==> src/rtl/mux_arbiter.sv <==
// Round-robin arbiter that grants one of four requesters (A..D) ownership
// of a shared 4-bit path. Each owner keeps the grant for at most four
// cycles. On release the start pointer advances past the owner, and the
// next owner is chosen at the same edge, so there is no idle gap.
module mux_arbiter (
    input  logic       clk,
    input  logic       reset,
    input  logic [3:0] REQ,
    input  logic [3:0] A,
    input  logic [3:0] B,
    input  logic [3:0] C,
    input  logic [3:0] D,
    output logic [3:0] GNT,
    output logic [1:0] SEL,
    output logic [3:0] SAIDA,
    output logic       VALID
);

    typedef enum logic {
        IDLE = 1'b0,
        BUSY = 1'b1
    } state_t;

    localparam logic [1:0] BURST_LAST = 2'd3;

    state_t     state_q, state_d;
    logic [3:0] gnt_q,   gnt_d;
    logic [1:0] sel_q,   sel_d;
    logic [1:0] ptr_q,   ptr_d;
    logic [1:0] cnt_q,   cnt_d;

    // Round-robin scan: the first set request bit, starting at ptr and wrapping.
    // The result is {found, index}.
    function automatic logic [2:0] arbitrate(input logic [3:0] req,
                                             input logic [1:0] ptr);
        logic       found;
        logic [1:0] idx;
        logic [1:0] cand;
        found = 1'b0;
        idx   = 2'd0;
        for (int i = 0; i < 4; i++) begin
            cand = ptr + 2'(i);
            if (!found && req[cand]) begin
                found = 1'b1;
                idx   = cand;
            end
        end
        return {found, idx};
    endfunction

    logic [2:0] arb_idle;
    logic [2:0] arb_release;
    logic [1:0] ptr_next;

    // Arbitration results: one from the current pointer (IDLE grant) and one
    // from the pointer just past the owner (same-edge re-grant on release).
    always_comb begin
        ptr_next    = sel_q + 2'd1;
        arb_idle    = arbitrate(REQ, ptr_q);
        arb_release = arbitrate(REQ, ptr_next);
    end

    // Next-state logic for the IDLE/BUSY controller and its registered outputs.
    always_comb begin
        // NOTE: every signal gets a default here so that no path through the
        // case statement leaves it unassigned, which would infer a latch.
        state_d = state_q;
        gnt_d   = gnt_q;
        sel_d   = sel_q;
        ptr_d   = ptr_q;
        cnt_d   = cnt_q;

        unique case (state_q)
            IDLE: begin
                // The pointer is left unchanged. Only a release moves it.
                if (arb_idle[2]) begin
                    state_d = BUSY;
                    sel_d   = arb_idle[1:0];
                    gnt_d   = 4'b0001 << arb_idle[1:0];
                    cnt_d   = 2'd0;
                end
            end
            BUSY: begin
                if (REQ[sel_q] && (cnt_q < BURST_LAST)) begin
                    cnt_d = cnt_q + 2'd1;
                end else begin
                    // Release. The old owner is scanned last, so it wins
                    // again only if no other requester is asking.
                    ptr_d = ptr_next;
                    cnt_d = 2'd0;
                    if (arb_release[2]) begin
                        state_d = BUSY;
                        sel_d   = arb_release[1:0];
                        gnt_d   = 4'b0001 << arb_release[1:0];
                    end else begin
                        state_d = IDLE;
                        gnt_d   = 4'b0000;
                    end
                end
            end
            default: begin
                state_d = IDLE;
                gnt_d   = 4'b0000;
            end
        endcase
    end

    // State and output registers. Reset has priority and aborts any burst
    // without advancing the pointer.
    always_ff @(posedge clk) begin
        // NOTE: registers use non-blocking assignments, so every flop samples
        // the pre-edge values no matter what order the statements are in.
        if (reset) begin
            state_q <= IDLE;
            gnt_q   <= 4'b0000;
            sel_q   <= 2'd0;
            ptr_q   <= 2'd0;
            cnt_q   <= 2'd0;
        end else begin
            state_q <= state_d;
            gnt_q   <= gnt_d;
            sel_q   <= sel_d;
            ptr_q   <= ptr_d;
            cnt_q   <= cnt_d;
        end
    end

    // Shared data path: an unregistered mux, so data changes reach SAIDA
    // in the same cycle. It is forced to zero while IDLE.
    always_comb begin
        SAIDA = 4'b0000;
        if (state_q == BUSY) begin
            unique case (sel_q)
                2'd0:    SAIDA = A;
                2'd1:    SAIDA = B;
                2'd2:    SAIDA = C;
                default: SAIDA = D;
            endcase
        end
    end

    assign GNT   = gnt_q;
    assign SEL   = sel_q;
    assign VALID = (state_q == BUSY);

endmodule
==> config.mk <==
export PLATFORM = sky130hd
export DESIGN_NAME = mux_arbiter
export DESIGN_NICKNAME = d
export VERILOG_FILES = /design/src/rtl/mux_arbiter.sv
export SDC_FILE = /design/constraint.sdc
export NUM_CORES = 1
export LEC_CHECK = 0
export BUFFER_PORTS_ARGS = -buffer_cell sky130_fd_sc_hd__buf_2
export CORE_MARGIN = 3
export CORE_UTILIZATION = 45
export DETAILED_ROUTE_END_ITERATION = 8
export GPL_TIMING_DRIVEN = 0
export PLACE_DENSITY = 0.73
export SLEW_MARGIN = 15
export SYNTH_ARGS = -nofsm -noshare
export SYNTH_HDL_FRONTEND = slang
export SYNTH_SLANG_ARGS = --single-unit
==> constraint.sdc <==
create_clock -name clk -period 2.3 [get_ports clk]
set_input_delay 0.23 -clock clk [delete_from_list [all_inputs] [get_ports clk]]
set_output_delay 0.23 -clock clk [all_outputs]
set_load 0.02 [all_outputs]
==> results of run 1 <==
==> how the worst min path moves through the flow <==
stage	endpoint	slack, ns
floorplan	SEL[0]$_SDFFE_PP0P_	0.35
global placement	SEL[0]$_SDFFE_PP0P_	0.46
detailed placement	SEL[0]$_SDFFE_PP0P_	0.46
CTS	SEL[0]$_SDFFE_PP0P_	0.15
global route	SEL[0]$_SDFFE_PP0P_	0.17
finish	SEL[0]$_SDFFE_PP0P_	0.17
==> cell type report <==
class,instances,area [um2]
flip-flops and latches,11,221.5
fillers,194,681.9
clock buffers,4,26.28
multi-input cells,88,599.3
inverters,7,26.28
repair buffers,32,160.2
well taps,25,31.28
plain buffers,3,17.52
==> layer usage <==
metal,up-vias,track usage
met5,-,0
met4,0,0.04147
met3,4,0.06344
met2,25,0.3524
met1,432,0.2468
li1,483,-
==> cells by family (layout without fill, tap and decap cells) <==
| logic type | count (synthesis) | after routing | synth area share |
|---|---|---|---|
| DFF | 11 | 11 | 0.2540 |
| AOI/OAI and AO/OA | 37 | 37 | 0.3377 |
| and+or+nand+nor | 44 | 44 | 0.2439 |
| buffers and inverters | 11 | 46 | 0.05483 |
| adders and majority gates | 5 | 5 | 0.07215 |
| muxes | 2 | 2 | 0.03752 |
==> state kept, by name, indices dropped and copies added (netlist names) <==
signal / cells
GNT: 4
SEL: 2
VALID: 1
cnt_q: 2
ptr_q: 2
==> worst register-to-register path, delay by kind of cell (launching register included) <==
family	cells	cell delay (ns)
simple gates	2	0.21
flops	1	0.45
fa+ha+maj	1	0.46
compound gates	3	0.74
buf+inv	1	0.12
==> cell usage in the layout (no fill, tap or decap) <==
master / instances
a21oi_1: 8
dlygate4sd1_1: 1
nor2_1: 22
a211oi_1: 6
o21ai_0: 3
a211o_1: 1
clkinv_1: 1
nand3_1: 4
or3_1: 2
mux2i_1: 1
and3_1: 1
a221o_1: 2
inv_1: 6
clkbuf_1: 2
nor2b_4: 1
o21ai_2: 1
nand2b_1: 2
mux4_2: 1
nor2b_1: 1
a21oi_4: 1
clkbuf_4: 3
ha_1: 5
a311oi_1: 3
o211a_1: 1
a221oi_1: 1
o32ai_1: 1
a222oi_1: 4
nor3_1: 2
nand2_1: 5
nand2b_2: 1
a311oi_2: 1
buf_2: 33
a31oi_1: 2
a21oi_2: 2
or2_2: 2
dfxtp_2: 1
dfxtp_1: 10
or4_1: 1
==> repair_timing <==
item	in CTS	in global routing
setup endpoints to repair	2	2
hold endpoints to repair	0	0
gates resized for setup	1	0
hold buffers	0	0
==> power by group <==
part           internal (mW)  switching (mW)  leakage [nW]
clock                 0.0673          0.0701        0.0150
sequential             0.212          0.0221        0.0910
combinational          0.116           0.166         0.389
==> impl_metrics.py, run 1 <==
metrics = {
    "run_status": {
        "outcome": "completed",
    },
    "synthesis": {
        "synthDistinctLibCells": 36,
        "synth_ff_type": "dfxtp_1",
        "synth_edf_count": 0,
        "synth_seq_cells": 11,
        "syn_area_um2": 867.1,
        "synthCells": 110,
        "synthArstFlopShare": 0,
        "synth_fp_nets": 137,
        "synth_top_area_share": 0.2540,
        "synth_top_cell_by_area": "dfxtp_1",
        "synth_warnings": 0,
        "synthMostInstantiatedCell": "nor2_1",
        "ys_top_cells_by_area": "dfxtp_1 25%, nor2_1 9.5%, ha_1 7.2%",
        "avgSynthCellArea_um2": 7.883,
        "synthTopCellsByCount": "22 x nor2_1, 11 x dfxtp_1, 8 x a21oi_1",
        "synth-seq-area-share": 0.2540,
    },
    "global_route": {
        "grt_pass1_vias": 871,
        "grt_overflow": 0,
        "antenna_found_initial": 0,
        "groute.usage.overall": 0.2042,
        "grt_pass1_wl_um": 3939,
        "grt_max_degree": 11,
    },
    "hold_path": {
        "hp-start": "reset",
        "hold_class": "in2reg",
        "holdPathStages": 2,
    },
    "sta": {
        "setup_viol": 0,
        "slew_headroom": 0.7232,
        "finalSetupTns_ns": 0,
        "hold_ws_ns": 0.1656,
        "worst_slack_ns": 0.1692,
        "tightestPinTransition_ns": 0.4152,
        "fmax_mhz": 469.3,
        "skew_ns": 0.009294,
        "slew_viol_final": 0,
        "rsz0062_at_grt": "false",
        "post-route-period-util": 0.9264,
        "hold_viol_final": 0,
        "fin_crit_ns": 2.131,
    },
    "worst_setup_path": {
        "worst_path_dominant_cell_family": "compound AO/OA/AOI/OAI gates",
        "r2r_start": "SEL[0]$_SDFFE_PP0P_",
        "end_kind": "output pin",
        "required_ns": 2.07,
        "path_max_fanout": 9,
        "crit_end": "SAIDA[2]",
        "worstPathBufferInverterCount": 2,
        "critPathLaunch": "SEL[0]$_SDFFE_PP0P_",
        "worstSetupStartpointType": "register",
        "reg2reg_slack_ns": 0.23,
        "slowest_stage": "dfxtp_2",
        "reg2regPathDepth": 7,
        "crit_type": "reg2out",
        "crit_top_cell": "nor2_1",
        "reg2reg_to": "GNT[0]$_SDFFE_PP0P_",
        "path_depth": 7,
        "cp.arrival_ns": 1.90,
        "worstPathCellList": "inv_1 -> ha_1 -> a222oi_1 -> nor2_1 -> a21oi_1 -> nor2_1 -> buf_2",
        "max_stage_delay_ns": 0.45,
    },
    "route": {
        "antenna_left": 0,
        "met1Wirelength_um": 1031,
        "avgRoutedWirePerCell_um": 13.68,
        "viasPerCell": 5.553,
        "dr_total_vias": 944,
        "drc": 0,
        "met3_length_um": 136,
        "first_iter_violations": 34,
        "routed_wl_um": 2326,
        "drtPass1Iterations": 4,
        "wl_met2_um": 1137,
        "topRoutingLayerUsed": "met4",
    },
    "floorplan": {
        "die_x_um": 49.90,
        "fp.dieH_um": 49.90,
        "start_util": 0.4915,
        "dieArea_um2": 2490,
        "fp-row-count": 15,
        "pin_count": 33,
        "core_um2": 1764,
    },
    "clock_network": {
        "postCtsSetupBuffers": 0,
        "htreeDepth": 1,
        "clock_latency_ns": 0.28,
        "cts_num_sinks": 11,
        "numCtsBuffers": 3,
        "clock_path_buffers": 2,
        "cts_tree": "built",
        "cts_root_buffer": "clkbuf_4",
        "path_clk_slew_ns": 0.08,
    },
    "place": {
        "dpl_cell_area_um2": 1059,
        "dp_slack_ns": 0.003696,
        "dpl.cell_count": 167,
        "dp_hpwl_um": 1757,
        "io_buffer_count": 32,
        "place_congestion": 0.8895,
    },
    "cells_and_area": {
        "layout-drive-gt1-share": 0.3241,
        "final_util": 0.6135,
        "nNetsFinal": 173,
        "stdcell_area_um2": 1082,
        "finalNonFillerCells": 170,
        "diodes": 0,
        "synthToLayoutAreaGrowth_pct": 24.82,
    },
    "run": {
        "maxCapViolCount": 0,
    },
    "power": {
        "power-per-cell-area_nw_per_um2": 603.7,
        "finalPower_mw": 0.6534,
        "p_leak_nw": 0.4953,
        "irDropWorstVdd_mv": 0.3011,
    },
}
Note: power is estimated with default switching activity, not from simulation.
==> run 2, diff against run 1 <==
Settings changed: PLACE_DENSITY 0.73 to 0.75.
==> run 2 against run 1 <==
  * Fmax grew 1.3%
  * Sequential cell count did not move
  * Design area unchanged
  * Register-to-register slack better by 0.05 ns
  * Cell count did not move
==> impl_metrics.py, run 2 (synthesized netlist as in run 1, its figures left out) <==
metrics = {
    "cells_and_area": {
        "fillers": 191,
        "finalNonFillerCells": 170,
        "largest_register_ffs": 4,
        "multi_input_area_um2": 599.3,
        "diodes": 0,
        "regArea_um2": 221.5,
        "nNetsFinal": 173,
        "synthToLayoutAreaGrowth_pct": 24.82,
        "final_common_cell": "buf_2",
        "stdcell_area_um2": 1082,
        "mostFrequentLayoutCells": "33 x buf_2, 22 x nor2_1, 10 x dfxtp_1, 8 x a21oi_1",
        "layout-drive-gt1-share": 0.3241,
        "final_util": 0.6135,
    },
    "floorplan": {
        "dieArea_um2": 2490,
        "core_um2": 1764,
        "die_x_um": 49.90,
        "start_util": 0.4915,
        "fp.dieH_um": 49.90,
        "fp-row-count": 15,
        "pin_count": 33,
    },
    "power": {
        "power-per-cell-area_nw_per_um2": 602.1,
        "p_leak_nw": 0.4953,
        "irDropWorstVdd_mv": 0.2852,
        "finalPower_mw": 0.6516,
    },
    "global_route": {
        "antenna_found_initial": 0,
        "grt_pass1_wl_um": 3891,
        "grt_max_degree": 11,
        "groute.usage.overall": 0.1997,
        "grt_overflow": 0,
        "grt_pass1_vias": 886,
    },
    "clock_network": {
        "cts_num_sinks": 11,
        "clock_latency_ns": 0.28,
        "path_clk_slew_ns": 0.08,
        "clock_path_buffers": 2,
        "htreeDepth": 1,
        "cts_tree": "built",
        "numCtsBuffers": 3,
        "cts_root_buffer": "clkbuf_4",
    },
    "route": {
        "routed_wl_um": 2253,
        "dr_total_vias": 945,
        "first_iter_violations": 25,
        "drtPass1Iterations": 7,
        "viasPerCell": 5.559,
        "drc": 0,
        "avgRoutedWirePerCell_um": 13.25,
        "antenna_left": 0,
    },
    "sta": {
        "fin_crit_ns": 2.102,
        "fmax_mhz": 475.6,
        "hold_ws_ns": 0.1695,
        "skew_ns": 0.01184,
        "setup_viol": 0,
        "slew_viol_final": 0,
        "post-route-period-util": 0.9141,
        "finalSetupTns_ns": 0,
        "hold_viol_final": 0,
        "worst_slack_ns": 0.1976,
        "slew_headroom": 0.7341,
        "tightestPinTransition_ns": 0.3988,
        "rsz0062_at_grt": "false",
    },
    "place": {
        "dp_hpwl_um": 1740,
        "dpl.cell_count": 167,
        "dp_slack_ns": -0.003915,
        "place_congestion": 0.8888,
        "dpl_cell_area_um2": 1059,
        "io_buffer_count": 32,
    },
    "worst_setup_path": {
        "required_ns": 2.07,
        "end_kind": "output pin",
        "worstSetupStartpointType": "register",
        "crit_type": "reg2out",
        "path_max_fanout": 9,
        "reg2reg_slack_ns": 0.28,
        "cp.arrival_ns": 1.87,
    },
    "hold_path": {
        "hold_class": "in2reg",
    },
    "run_status": {
        "outcome": "completed",
    },
    "run": {
        "maxCapViolCount": 0,
    },
}
## run 2: cell counts in the layout (fill, tap and decap cells not counted)
Identical to the previous run, type by type.
## run 2: worst paths after layout
kind / endpoint / depth (start not counted) / from
max: SAIDA[3] / 7 / SEL[0]$_SDFFE_PP0P_
min: SEL[0]$_SDFFE_PP0P_ / 2 / reset
max reg2reg: GNT[0]$_SDFFE_PP0P_ / 7 / SEL[0]$_SDFFE_PP0P_
min reg2reg: GNT[0]$_SDFFE_PP0P_ / 2 / GNT[0]$_SDFFE_PP0P_
## run 2: area by class of cell
type                            count  share of cell area
Multi-Input combinational cell     88              0.5538
Buffer                              3             0.01618
Timing Repair Buffer               32              0.1480
Inverter                            7             0.02428
Sequential cell                    11              0.2046
Tap cell                           25             0.02890
Clock buffer                        4             0.02428
## run 2: routing by layer
layer	vias to the layer above	track usage	wire (um)
met5	-	0	0
met4	0	0.04147	12
met3	2	0.05438	109
met2	22	0.3392	1080
met1	436	0.2500	1051
li1	485	-	-
## run 2: power breakdown
group	switching (mW)	total, mW	leakage [nW]	internal (mW)
logic	0.164	0.280	0.389	0.116
registers	0.0223	0.234	0.0910	0.212
clock network	0.0705	0.138	0.0150	0.0672
## run 2: timing repair
action | 4_1_cts | 5_1_grt
buffers inserted | 0 | 0
resized for setup | 1 | 0
cloned | 0 | 0
hold buffers | 0 | 0
endpoints found under the setup margin | 2 | 1
## run 2: worst max-delay path, cell delays in order (launching register included)
cell	delay, ns
dfxtp_2	0.45
inv_1	0.12
ha_1	0.25
a222oi_1	0.37
nor2_1	0.08
a21oi_1	0.12
nor2_1	0.04
buf_2	0.16
==> run 3, diff against run 2 <==
Settings changed: CELL_PAD_IN_SITES_DETAIL_PLACEMENT set to 1, CELL_PAD_IN_SITES_GLOBAL_PLACEMENT set to 1, CORE_ASPECT_RATIO set to 0.6, CORE_UTILIZATION 45 to 34, PLACE_DENSITY 0.75 to 0.8, RECOVER_POWER set to 25.
==> run 3 against run 2 <==
  * Fmax is 1.9% lower
  * Sequential power is 2% higher
  * Clock power rose by 41%
  * Wire length is 32% higher
  * Die area up 29%
  * Critical path depth stayed put
  * Count of clock-buffer cells in the layout did not move
  * Non-clock buffer count did not move
  * Hold slack gained 0.039 ns
  * Critical path type is now reg2reg
  * Largest cell class unchanged
==> impl_metrics.py, run 3 (synthesized netlist as in run 1, its figures left out) <==
metrics = {
    "cells_and_area": {
        "largest_register_ffs": 4,
        "synthToLayoutAreaGrowth_pct": 27.27,
        "final_util": 0.4812,
        "diodes": 0,
        "nNetsFinal": 173,
        "finalNonFillerCells": 175,
        "layout-drive-gt1-share": 0.2897,
        "final_common_cell": "buf_2",
        "mostFrequentLayoutCells": "28 x buf_2, 22 x nor2_1, 10 x dfxtp_1, 8 x a21oi_1, 7 x clkbuf_1",
    },
    "hold_path": {
        "hold_class": "in2reg",
    },
    "place": {
        "dpl.cell_count": 172,
        "place_congestion": 0.8671,
        "dp_hpwl_um": 2346,
        "io_buffer_count": 32,
    },
    "sta": {
        "setup_viol": 0,
        "skew_ns": 0.002813,
        "hold_viol_final": 0,
        "post-route-period-util": 0.9315,
        "slew_viol_final": 0,
        "tightestPinTransition_ns": 0.5595,
        "finalSetupTns_ns": 0,
        "slew_headroom": 0.6241,
        "fin_crit_ns": 2.142,
        "fmax_mhz": 466.8,
        "hold_ws_ns": 0.2080,
        "rsz0062_at_grt": "false",
    },
    "worst_setup_path": {
        "crit_type": "reg2reg",
        "path_max_fanout": 8,
        "cp.arrival_ns": 2.28,
        "end_kind": "register",
        "worstSetupStartpointType": "register",
        "required_ns": 2.44,
    },
    "floorplan": {
        "dieArea_um2": 3212,
        "core_um2": 2293,
        "die_x_um": 71.20,
        "start_util": 0.3781,
        "fp.dieH_um": 45.12,
        "pin_count": 33,
        "fp-row-count": 13,
    },
    "clock_network": {
        "clock_path_buffers": 2,
        "path_clk_slew_ns": 0.05,
        "cts_root_buffer": "clkbuf_8",
        "clock_latency_ns": 0.24,
        "cts_tree": "built",
        "numCtsBuffers": 3,
        "cts_num_sinks": 11,
        "htreeDepth": 1,
        "cts_hold_buf": 0,
    },
    "route": {
        "dr_total_vias": 1007,
        "drc": 0,
        "drtPass1Iterations": 7,
        "viasPerCell": 5.754,
        "routed_wl_um": 2975,
        "antenna_left": 0,
        "avgRoutedWirePerCell_um": 17.00,
        "first_iter_violations": 71,
    },
    "global_route": {
        "grt_pass1_wl_um": 4843,
        "grt_overflow": 0,
        "grt_max_degree": 11,
        "antenna_found_initial": 0,
        "grt_pass1_vias": 985,
        "groute.usage.overall": 0.1977,
    },
    "run": {
        "maxCapViolCount": 0,
    },
    "run_status": {
        "outcome": "completed",
    },
    "power": {
        "p_leak_nw": 0.4850,
        "irDropWorstVdd_mv": 0.2226,
        "power-per-cell-area_nw_per_um2": 655.9,
    },
}
==> run 3: timing repair <==
action                                  CTS  global route
gates resized for setup                   1             1
setup buffers                             0             0
gates cloned                              0             0
endpoints found under the setup margin    5             5
pin swaps                                 0             1
==> run 3: through the flow <==
step / area (um2) / worst slack, ns / total power [mW]
2_1_floorplan: 867.1 / 0.1972 / 0.4326
3_3_place_gp: 1065 / 0.007775 / 0.5200
3_5_place_dp: 1065 / -0.08800 / 0.5299
4_1_cts: 1111 / 0.01462 / 0.7334
5_1_grt: 1104 / 0.01707 / 0.7731
6_report: 1104 / 0.1575 / 0.7238
==> run 3: layer usage <==
layer  part of all wire  wire (um)  track usage  vias up
li1                   -          -            -      481
met1               0.49       1443       0.2748      493
met2               0.45       1342       0.3157       31
met3              0.058        173      0.04222        2
met4             0.0050         15      0.04869        0
met5                  0          0            0        -
==> run 3: worst max-delay path, stage by stage (launching register included) <==
cell	delay [ns]
dfxtp_1	0.46
inv_1	0.10
ha_1	0.45
nand2_1	0.09
a221o_1	0.38
o21ai_0	0.14
nand3_1	0.14
a311oi_1	0.27
==> run 3: path summary, 6_finish.rpt <==
path | from | slack (ns) | depth (start not counted) | endpoint
max | SEL[1]$_SDFFE_PP0P_ | 0.16 | 7 | GNT[0]$_SDFFE_PP0P_
min | reset | 0.21 | 2 | SEL[0]$_SDFFE_PP0P_
max reg2reg | SEL[1]$_SDFFE_PP0P_ | 0.16 | 7 | GNT[0]$_SDFFE_PP0P_
min reg2reg | cnt_q[1]$_SDFFE_PP0P_ | 0.50 | 2 | cnt_q[1]$_SDFFE_PP0P_
==> run 3: power breakdown <==
part	switching [mW]	leakage [nW]	internal (mW)
sequential	0.0253	0.0913	0.212
combinational	0.179	0.371	0.113
clock	0.0724	0.0228	0.122
total	0.277	0.485	0.447
==> run 3: cell type report <==
| class | count | area, um2 |
|---|---|---|
| fill | 304 | 1190 |
| multi-input combinational | 88 | 599.3 |
| sequential | 11 | 224.0 |
| timing repair buffer | 32 | 153.9 |
| clock buffer | 4 | 45.04 |
| tap | 30 | 37.54 |
| inverter | 7 | 26.28 |
| buffer | 3 | 17.52 |
